--- config.mk ---
export PLATFORM = sky130hd
export DESIGN_NAME = rv_bpu_gshare
export DESIGN_NICKNAME = d
export VERILOG_FILES = /design/src/rtl/rv_bpu_pkg.sv /design/src/rtl/rv_bpu_btb.sv /design/src/rtl/rv_bpu_gshare.sv
export SDC_FILE = /design/constraint.sdc
export NUM_CORES = 1
export LEC_CHECK = 0
export CORE_MARGIN = 2
export CORE_UTILIZATION = 55
export DETAILED_ROUTE_END_ITERATION = 8
export HOLD_SLACK_MARGIN = 0.02
export PLACE_DENSITY = 0.83
export RECOVER_POWER = 100
export SYNTH_ARGS = -nofsm -noshare
export SYNTH_HDL_FRONTEND = slang
export SYNTH_SLANG_ARGS = --single-unit
--- constraint.sdc ---
create_clock -name clk -period 12.9 [get_ports clk]
set_input_delay 2.58 -clock clk [delete_from_list [all_inputs] [get_ports clk]]
set_output_delay 2.58 -clock clk [all_outputs]
set_load 0.02 [all_outputs]
--- src/rtl/rv_bpu_pkg.sv ---
// Shared encodings and width helpers for the gshare branch prediction unit.
package rv_bpu_pkg;

  localparam logic [1:0] BR_NONE = 2'd0;
  localparam logic [1:0] BR_COND = 2'd1;
  localparam logic [1:0] BR_JAL  = 2'd2;
  localparam logic [1:0] BR_JALR = 2'd3;

  function automatic int idx_w(input int depth);
    return $clog2(depth);
  endfunction

  // Tag covers every PC bit above the word offset and the table index.
  function automatic int tag_w(input int pc_w, input int depth);
    return pc_w - $clog2(depth) - 2;
  endfunction

endpackage

--- src/rtl/rv_bpu_btb.sv ---
// Direct-mapped branch target buffer: one combinational read port, one write port.
module rv_bpu_btb
  import rv_bpu_pkg::*;
#(
  parameter int PC_W      = 32,
  parameter int BTB_DEPTH = 16
) (
  input  logic            clk,
  input  logic            rst,
  input  logic [PC_W-1:0] rd_pc,
  output logic            rd_hit,
  output logic [PC_W-1:0] rd_target,
  output logic [1:0]      rd_type,
  input  logic            wr_en,
  input  logic [PC_W-1:0] wr_pc,
  input  logic [PC_W-1:0] wr_target,
  input  logic [1:0]      wr_type
);

  localparam int IW = idx_w(BTB_DEPTH);
  localparam int TW = tag_w(PC_W, BTB_DEPTH);

  logic [BTB_DEPTH-1:0] valid_q;
  logic [TW-1:0]        tag_q    [BTB_DEPTH];
  logic [PC_W-1:0]      target_q [BTB_DEPTH];
  logic [1:0]           type_q   [BTB_DEPTH];

  logic [IW-1:0] rd_idx;
  logic [IW-1:0] wr_idx;
  logic          unused_pc_bits;

  assign rd_idx         = rd_pc[IW+1:2];
  assign wr_idx         = wr_pc[IW+1:2];
  assign unused_pc_bits = ^{rd_pc[1:0], wr_pc[1:0]};

  assign rd_hit    = valid_q[rd_idx] && (tag_q[rd_idx] == rd_pc[PC_W-1:IW+2]);
  assign rd_target = rd_hit ? target_q[rd_idx] : '0;
  assign rd_type   = rd_hit ? type_q[rd_idx] : BR_NONE;

  // Only the valid bits need clearing; payload is qualified by valid.
  always_ff @(posedge clk or posedge rst) begin
    if (rst) begin
      valid_q <= '0;
    end else if (wr_en) begin
      valid_q[wr_idx] <= 1'b1;
    end
  end

  always_ff @(posedge clk) begin
    if (wr_en) begin
      tag_q[wr_idx]    <= wr_pc[PC_W-1:IW+2];
      target_q[wr_idx] <= wr_target;
      type_q[wr_idx]   <= wr_type;
    end
  end

endmodule

--- src/rtl/rv_bpu_gshare.sv ---
// Gshare direction predictor with speculative global history, BTB target
// prediction and same-cycle EX mispredict detection.
module rv_bpu_gshare
  import rv_bpu_pkg::*;
#(
  parameter int PC_W      = 32,
  parameter int BHT_DEPTH = 64,
  parameter int CNT_W     = 2,
  parameter int GHR_W     = 6,
  parameter int BTB_DEPTH = 16
) (
  input  logic             clk,
  input  logic             rst,
  input  logic             if_valid_i,
  input  logic [PC_W-1:0]  if_pc_i,
  output logic             if_hit_o,
  output logic             if_predict_o,
  output logic [PC_W-1:0]  if_target_o,
  output logic [GHR_W-1:0] if_ghr_o,
  input  logic             ex_valid_i,
  input  logic             ex_branch_i,
  input  logic             ex_jal_i,
  input  logic             ex_jalr_i,
  input  logic             ex_taken_i,
  input  logic [PC_W-1:0]  ex_pc_i,
  input  logic [PC_W-1:0]  ex_target_i,
  input  logic             ex_pred_taken_i,
  input  logic [PC_W-1:0]  ex_pred_target_i,
  input  logic [GHR_W-1:0] ex_ghr_i,
  output logic             ex_flush_o,
  output logic [PC_W-1:0]  ex_redirect_pc_o,
  output logic [31:0]      mispred_cnt_o
);

  localparam int               BHT_IW   = idx_w(BHT_DEPTH);
  localparam logic [CNT_W-1:0] CNT_INIT = CNT_W'((1 << (CNT_W - 1)) - 1);
  localparam logic [CNT_W-1:0] CNT_MAX  = '1;

  function automatic logic [CNT_W-1:0] sat_update(input logic [CNT_W-1:0] c,
                                                  input logic up);
    if (up) return (c == CNT_MAX) ? c : c + 1'b1;
    return (c == '0) ? c : c - 1'b1;
  endfunction

  function automatic logic [BHT_IW-1:0] bht_index(input logic [PC_W-1:0]  pc,
                                                  input logic [GHR_W-1:0] g);
    return pc[BHT_IW+1:2] ^ BHT_IW'(g);
  endfunction

  function automatic logic [GHR_W-1:0] ghr_push(input logic [GHR_W-1:0] g,
                                                input logic b);
    return (g << 1) | GHR_W'(b);
  endfunction

  logic [CNT_W-1:0] bht_q [BHT_DEPTH];
  logic [GHR_W-1:0] ghr_q;
  logic [31:0]      mispred_cnt_q;

  logic             btb_hit;
  logic [PC_W-1:0]  btb_target;
  logic [1:0]       btb_type;
  logic [1:0]       ex_type;
  logic             eff_taken;
  logic             mispred;
  logic             spec_shift;
  logic [BHT_IW-1:0] rd_idx;
  logic [BHT_IW-1:0] wr_idx;

  rv_bpu_btb #(
    .PC_W      (PC_W),
    .BTB_DEPTH (BTB_DEPTH)
  ) u_btb (
    .clk       (clk),
    .rst       (rst),
    .rd_pc     (if_pc_i),
    .rd_hit    (btb_hit),
    .rd_target (btb_target),
    .rd_type   (btb_type),
    .wr_en     (ex_valid_i && eff_taken),
    .wr_pc     (ex_pc_i),
    .wr_target (ex_target_i),
    .wr_type   (ex_type)
  );

  // IF lookup: purely combinational off registered state.
  assign rd_idx       = bht_index(if_pc_i, ghr_q);
  assign if_hit_o     = btb_hit;
  assign if_target_o  = btb_target;
  assign if_ghr_o     = ghr_q;
  assign if_predict_o = if_valid_i && btb_hit &&
                        ((btb_type != BR_COND) || bht_q[rd_idx][CNT_W-1]);
  assign spec_shift   = if_valid_i && btb_hit && (btb_type == BR_COND);

  // EX resolve: jumps are always taken.
  assign eff_taken = ex_taken_i || ex_jal_i || ex_jalr_i;
  assign ex_type   = ex_jal_i ? BR_JAL : (ex_jalr_i ? BR_JALR : BR_COND);
  assign mispred   = ex_valid_i &&
                     ((eff_taken != ex_pred_taken_i) ||
                      (eff_taken && (ex_pred_target_i != ex_target_i)));
  assign ex_flush_o       = mispred;
  assign ex_redirect_pc_o = eff_taken ? ex_target_i : ex_pc_i + PC_W'(4);
  assign wr_idx           = bht_index(ex_pc_i, ex_ghr_i);
  assign mispred_cnt_o    = mispred_cnt_q;

  always_ff @(posedge clk or posedge rst) begin
    if (rst) begin
      for (int i = 0; i < BHT_DEPTH; i++) bht_q[i] <= CNT_INIT;
    end else if (ex_valid_i && ex_branch_i) begin
      bht_q[wr_idx] <= sat_update(bht_q[wr_idx], ex_taken_i);
    end
  end

  // Recovery from a resolved mispredict takes priority over the IF shift.
  always_ff @(posedge clk or posedge rst) begin
    if (rst) begin
      ghr_q <= '0;
    end else if (mispred) begin
      ghr_q <= ex_branch_i ? ghr_push(ex_ghr_i, ex_taken_i) : ex_ghr_i;
    end else if (spec_shift) begin
      ghr_q <= ghr_push(ghr_q, if_predict_o);
    end
  end

  always_ff @(posedge clk or posedge rst) begin
    if (rst) begin
      mispred_cnt_q <= '0;
    end else if (mispred && (mispred_cnt_q != '1)) begin
      mispred_cnt_q <= mispred_cnt_q + 32'd1;
    end
  end

endmodule
Yosys cells after proc, flatten, opt, wreduce, memory -nomap -nowiden
Memory sizes are Yosys's and may differ from the RTL's. Index checks and enable logic that the tools add are counted.

Add/subtract/negate cells: 4. Magnitude comparators: 6. Equality and inequality tests: 7. Mux-type cells: 30. Bitwise logic cells: 7. Reduce and logical (&&, ||, !) cells: 17.

Operator list (count): 128-bit bitwise mux (1); 32-bit 2-to-1 mux (2); 32-bit by 1-bit adder with 32-bit output, second input constant (1); 32-bit by 3-bit adder with 32-bit output, second input constant (1); 32-bit inequality test (1); 32-bit inequality test, second input constant (1); 26-bit equality test (1); 2-bit 2-to-1 mux (13); 2-bit binary-select mux with 6-bit select (2); 6-bit 2-to-1 mux (3); 16-bit bitwise OR (1); 7-bit >= comparator, second input constant (2); 6-bit NOT with 7-bit output (2); 2-bit demux with 6-bit select (1); 6-bit by 1-bit bitwise OR with 6-bit output (2); 6-bit bitwise XOR (2); 1-bit logical AND (11); 4-bit by 5-bit less-than comparator with 1-bit output, second input constant (2); 7-bit by 1-bit less-than comparator with 1-bit output, second input constant (1); 1-bit 2-to-1 mux (6); 1-bit binary-select mux with 4-bit select (1); 1-bit demux with 4-bit select (1); 4-bit by 1-bit >= comparator with 1-bit output, second input constant (1); 1-bit logical OR (4); other kinds (8) (8).

Flip-flop bits (word level): 182. Bits in writable memories: 960. Bits of input ports: 143. Output and inout bits: 105. Logic and storage cells: 141. Memories kept: 3.

Memory list: u_btb.target_q (words 16, bits a word 32, read ports 1, clocked after Yosys merged registers in 0, write ports 1, line rv_bpu_btb.sv:25) `logic [PC_W-1:0] target_q [BTB_DEPTH];`; u_btb.tag_q (words 16, bits a word 26, read ports 1, clocked after Yosys merged registers in 0, write ports 1, line rv_bpu_btb.sv:24) `logic [TW-1:0] tag_q [BTB_DEPTH];`; u_btb.type_q (words 16, bits a word 2, read ports 1, clocked after Yosys merged registers in 0, write ports 1, line rv_bpu_btb.sv:26) `logic [1:0] type_q [BTB_DEPTH];`.

Longest topological paths before layout
Word-level depth: 11. Depth in mapped cells: 17. Gate-level depth less buffers: 9.

Modules after synthesis
Synthesis repeated with hierarchy kept, for this count alone.

Cells, all modules: 2709. Area total of the unflattened synthesis: 47829.6 µm².

By module, submodules not included: rv_bpu_btb (times used 1, cells an instance 1669, area each 38131.6 µm², seq. area each 29228.0 µm²); rv_bpu_gshare (times used 1, cells an instance 1040, area each 9698.1 µm², seq. area each 4234.1 µm²).

Worst setup path after synthesis
Ideal clock, no wire load.

Kind: in2out. Start point: input port if_pc_i[2]. End point: output port if_predict_o. Arrival: 5.440 ns. Required time: 10.320 ns. Setup slack: 4.880 ns. Cell stages on the path: 10. Buffers on the path: 2. Cells stage by stage: buf_6 -> xnor2_1 -> buf_2 -> mux4_2 -> mux4_2 -> mux2_2 -> nand2_1 -> o211a_1 -> inv_1 -> and3_1.

Word-level cells in the longest chain between the ends: 7. Elaborated cells on any way between the ends: 16. Those cells by class: 2 x eq/ne; 6 x mux; 2 x bitwise; 4 x reduce/logical; 2 x memory.

RTL lines: start, declared (line rv_bpu_gshare.sv:15) `input logic [PC_W-1:0] if_pc_i,`; memory 16 x 26 bit (tied with other cells); 26-bit equality test (tied with other cells) (line rv_bpu_btb.sv:36) `assign rd_hit = valid_q[rd_idx] && (tag_q[rd_idx] == rd_pc[PC_W-1:IW+2]);`; 1-bit logical AND or 2-bit binary-select mux with 6-bit select (tied branches) (line rv_bpu_btb.sv:36, rv_bpu_gshare.sv:91); 2-bit 2-to-1 mux, on equally long branches (line rv_bpu_btb.sv:38, rv_bpu_gshare.sv:91); 2-bit by 1-bit inequality test with 1-bit output or 2-bit 2-to-1 mux (tied branches) (line rv_bpu_gshare.sv:91) `((btb_type != BR_COND) || bht_q[rd_idx][CNT_W-1]);`; 1-bit logical OR (line rv_bpu_gshare.sv:91); 1-bit logical AND * (line rv_bpu_gshare.sv:90) `assign if_predict_o = if_valid_i && btb_hit &&`; end, declared (line rv_bpu_gshare.sv:17) `output logic if_predict_o,`.

Mark *: on every way between the ends. The rest lies on a longest branch, timed or not. The select of a mux whose other input is x is not followed.

Worst setup path after layout
Start point: input port ex_taken_i. End point: memory u_btb.target_q[8][5] (enable).

Word-level cells in the longest chain between the ends: 5.

RTL lines: start, declared (line rv_bpu_gshare.sv:24) `input logic ex_taken_i,`; 1-bit logical OR (2 in series) (line rv_bpu_gshare.sv:95) `assign eff_taken = ex_taken_i || ex_jal_i || ex_jalr_i;`; 1-bit logical AND (line rv_bpu_gshare.sv:79) `.wr_en (ex_valid_i && eff_taken),`; 1-bit 2-to-1 mux (line rv_bpu_btb.sv:50) `if (wr_en) begin`; 1-bit 2-to-1 mux (implied by the code) (line rv_bpu_btb.sv:52) `target_q[wr_idx] <= wr_target;`; end, declared (line rv_bpu_btb.sv:25).

Every way passes these cells.

==> results.md <==
* Status: complete, but fails checks
* Failing checks: capacitance limit, slew limit
* Fin crit share at 89.6%
* Crit-path most repeated cell: clkbuf_1
* Worst Path Arrival at 11.77 ns
* Hold buffers post-CTS at 0
* Crit Path Category: in -> reg
* Initial antenna violation count at 16
* Top delay family on crit path: buffers and inverters
* Synth warn at 0
* Num rows at 107
* Nature of the critical path startpoint: primary input
* Post-synth EDFFs at 960
* Area growth, synth to finish at 15.7%
* Final setup vio count at 0
* Chip height at 297 µm
* Commonest cells after routing, fill and taps aside: edfxtp_1 (960), nand2_1 (279), mux4_2 (279), dlygate4sd3_1 (163), o21ai_0 (162)
* WHS Path Cells at 2
* Share of cells above drive strength 1 at 19.3%
* Worst setup margin at 1.35 ns
* Synthesized flop and latch total at 1142
* WL/cell at 31.5 µm
* Max Clk Rate at 86.6 MHz
* CTS max path bufs at 3
* Grt ovf at 0
* Worst-path fanout max at 65
* I/O Pins at 248
* Launching point of the worst reg2reg path: u_btb.tag_q[6][15]$_DFFE_PP_
* Total die area at 87900 µm²
* Worst hold path class: reg -> reg
* Clock Pin Slew Worst Setup and Hold Paths at 0.06 ns
* Area fraction of the dominant cell type after synthesis at 61.3%
* CP Buf/Inv Count at 3
* Routed WL at 132 mm
* Cells after synthesis at 2651
* Antenna viol nets, final at 0
* Worst-margin pin slew at 5.33 ns
* CP peak stage delay at 2.61 ns
* Hold Path Sink: bht_q[54]$_DFFE_PP1P_
* Fin nets at 3088
* DPL Wire Length at 73.6 mm
* Post-place setup slack at 2.84 ns
* Reg2reg end: if_ghr_o[4]$_DFFE_PP0P_
* Hold_sp: bht_q[54]$_DFFE_PP1P_
* IO Port Bufs at 245
* CP max stage cell: nor2_1
* Initial drt markers at 3513
* Pwr/cell area at 152 nW/µm²
* DRC Markers at 0
* Via count at 27800
* Clock sinks at 1142
* CTS tree: yes
* Util after Layout at 64.1%
* Synth Net Count at 2799
* Die width at 297 µm
* Clock Tree Root: clkbuf_16
* Vias in the first global route at 28500
* Slew margin rel. at -257%
* Routability Congestion at 0.907
* Main synth FF type: edfxtp_1
* Peak VDD IR at 0.115 mV
* Via density at 6.63
* R2R Setup Slk at 9.28 ns
* Crit path required time at 13.12 ns
* H-tree depth at 3
* Syn_area_per_cell at 17.8 µm²
* Wire length of the first global-routing pass at 189 mm
* Fill cell total of the finished layout at 5537
* Max-slew violations at 1245
* Clk_skew at 0.0306 ns
* Core ar. at 85000 µm²
* Largest net degree at the start of global routing at 119
* Final Critical Period at 11.55 ns
* CTS-repair resized insts at 0
* Total CTS buffers at 110
* Sequential area share after synthesis at 71.1%
* R2R cell count at 10
* RSZ-0062 raised after global routing: no
* Post-CTS Setup Inserts at 0
* Element type at the critical path end: register
* Ranking of synthesized cells by area: edfxtp_1 (61%), mux4_2 (13%), dfrtp_1 (6.3%), dfstp_2 (3.6%), nand2_1 (2.2%)
* Initial Util at 55.4%
* Setup TNS Final at 0 ns
* Synth Cell Area at 47100 µm²
* Most common cell after layout, fill and taps aside: edfxtp_1
* P_leak at 18.2 nW
* Clk_lat worst skew at 0.70 ns
* Ys async rst share at 15.9%
* Cell taking the most area after synthesis: edfxtp_1
* Yosys cell types at 70
* MaxCap Viol Count at 35
* Worst path cell trace: dlygate4sd3_1 > or3_2 > clkbuf_1 > nand3b_1 > nor2_1 > clkbuf_1
* GRT Total Usage at 30.2%
* Final Hold Viols at 0
* Pre-antenna DRT Iters at 7
==> power breakdown <==
| part | switching, W | total [W] | internal, W |
|---|---|---|---|
| clock network | 0.00142 | 0.00328 | 0.00186 |
| registers | 0.0000845 | 0.00425 | 0.00417 |
| logic | 0.000446 | 0.000741 | 0.000295 |
==> layer usage <==
layer | vias up | global-route usage [%] | share of wire (%)
met5 | - | 0 | 0.074
met4 | 16 | 13.9 | 4.6
met3 | 409 | 6.31 | 11
met2 | 1964 | 50.3 | 50
met1 | 14200 | 38.3 | 35
li1 | 11200 | - | -
==> worst max path at each step <==
stage	start	to	slack, ns	cells after the start
6_report	ex_taken_i	u_btb.target_q[8][5]$_DFFE_PP_	1.35	6
5_1_grt	ex_taken_i	u_btb.target_q[8][30]$_DFFE_PP_	1.26	6
4_1_cts	if_pc_i[2]	if_predict_o	2.74	12
3_5_place_dp	if_pc_i[2]	if_predict_o	2.84	13
3_3_place_gp	if_pc_i[2]	if_predict_o	2.88	13
2_1_floorplan	if_pc_i[2]	if_predict_o	4.88	10
==> area by class of cell <==
cell class,instances,area [µm²],area share (%)
sequential,1142,33500,61.4
multi-input combinational,1353,13000,23.9
clock buffer,134,2910,5.35
timing repair buffer,309,2790,5.12
tap,1144,1430,2.63
clock inverter,74,759,1.39
inverter,24,92.6,0.170
antenna,8,20.0,0.0368
==> tightest hold or removal path: stages, from the launching register on <==
cell and delay, ns:
dfstp_2 0.36, nand2_1 0.04, o21ai_0 0.07
==> state kept, by name, indices dropped and copies added, names as in the netlist <==
register        cells
u_btb.target_q    512
u_btb.tag_q       416
bht_q             128
mispred_cnt_o      32
u_btb.type_q       32
u_btb.valid_q      16
if_ghr_o            6
==> synthesized netlist by cell type, types with 35 or more instances <==
cell type and n:
edfxtp_1 960, mux4_2 279, nand2_1 279, o21ai_0 158, dfrtp_1 118, xor2_1 69, xnor2_1 67, dfstp_2 64
clkbuf_1 63, nor2_1 56, a22oi_1 51, and3_1 51, mux2i_1 48, buf_2 41, nand3_1 35
==> per-stage QoR <==
stage	instance area [µm²]	hold WS, ns	power [W]	instances
3_3_place_gp	51000	0.446	0.00502	3972
5_1_grt	54500	0.496	0.00848	4185
6_report	54500	0.478	0.00827	4188
3_5_place_dp	51000	0.456	0.00506	3972
2_1_floorplan	47100	0.427	0.00473	2651
4_1_cts	54700	0.473	0.00830	4180
==> logic make-up after synthesis <==
| family | Yosys count | share of synthesized area (%) |
|---|---|---|
| xor+xnor | 137 | 2.57 |
| mux | 337 | 14.8 |
| fa+ha+maj | 7 | 0.175 |
| compound gates | 324 | 4.33 |
| buf+inv | 156 | 1.54 |
| simple gates | 548 | 5.52 |
| flops | 1142 | 71.1 |
Power figures use the tool's default switching activity.
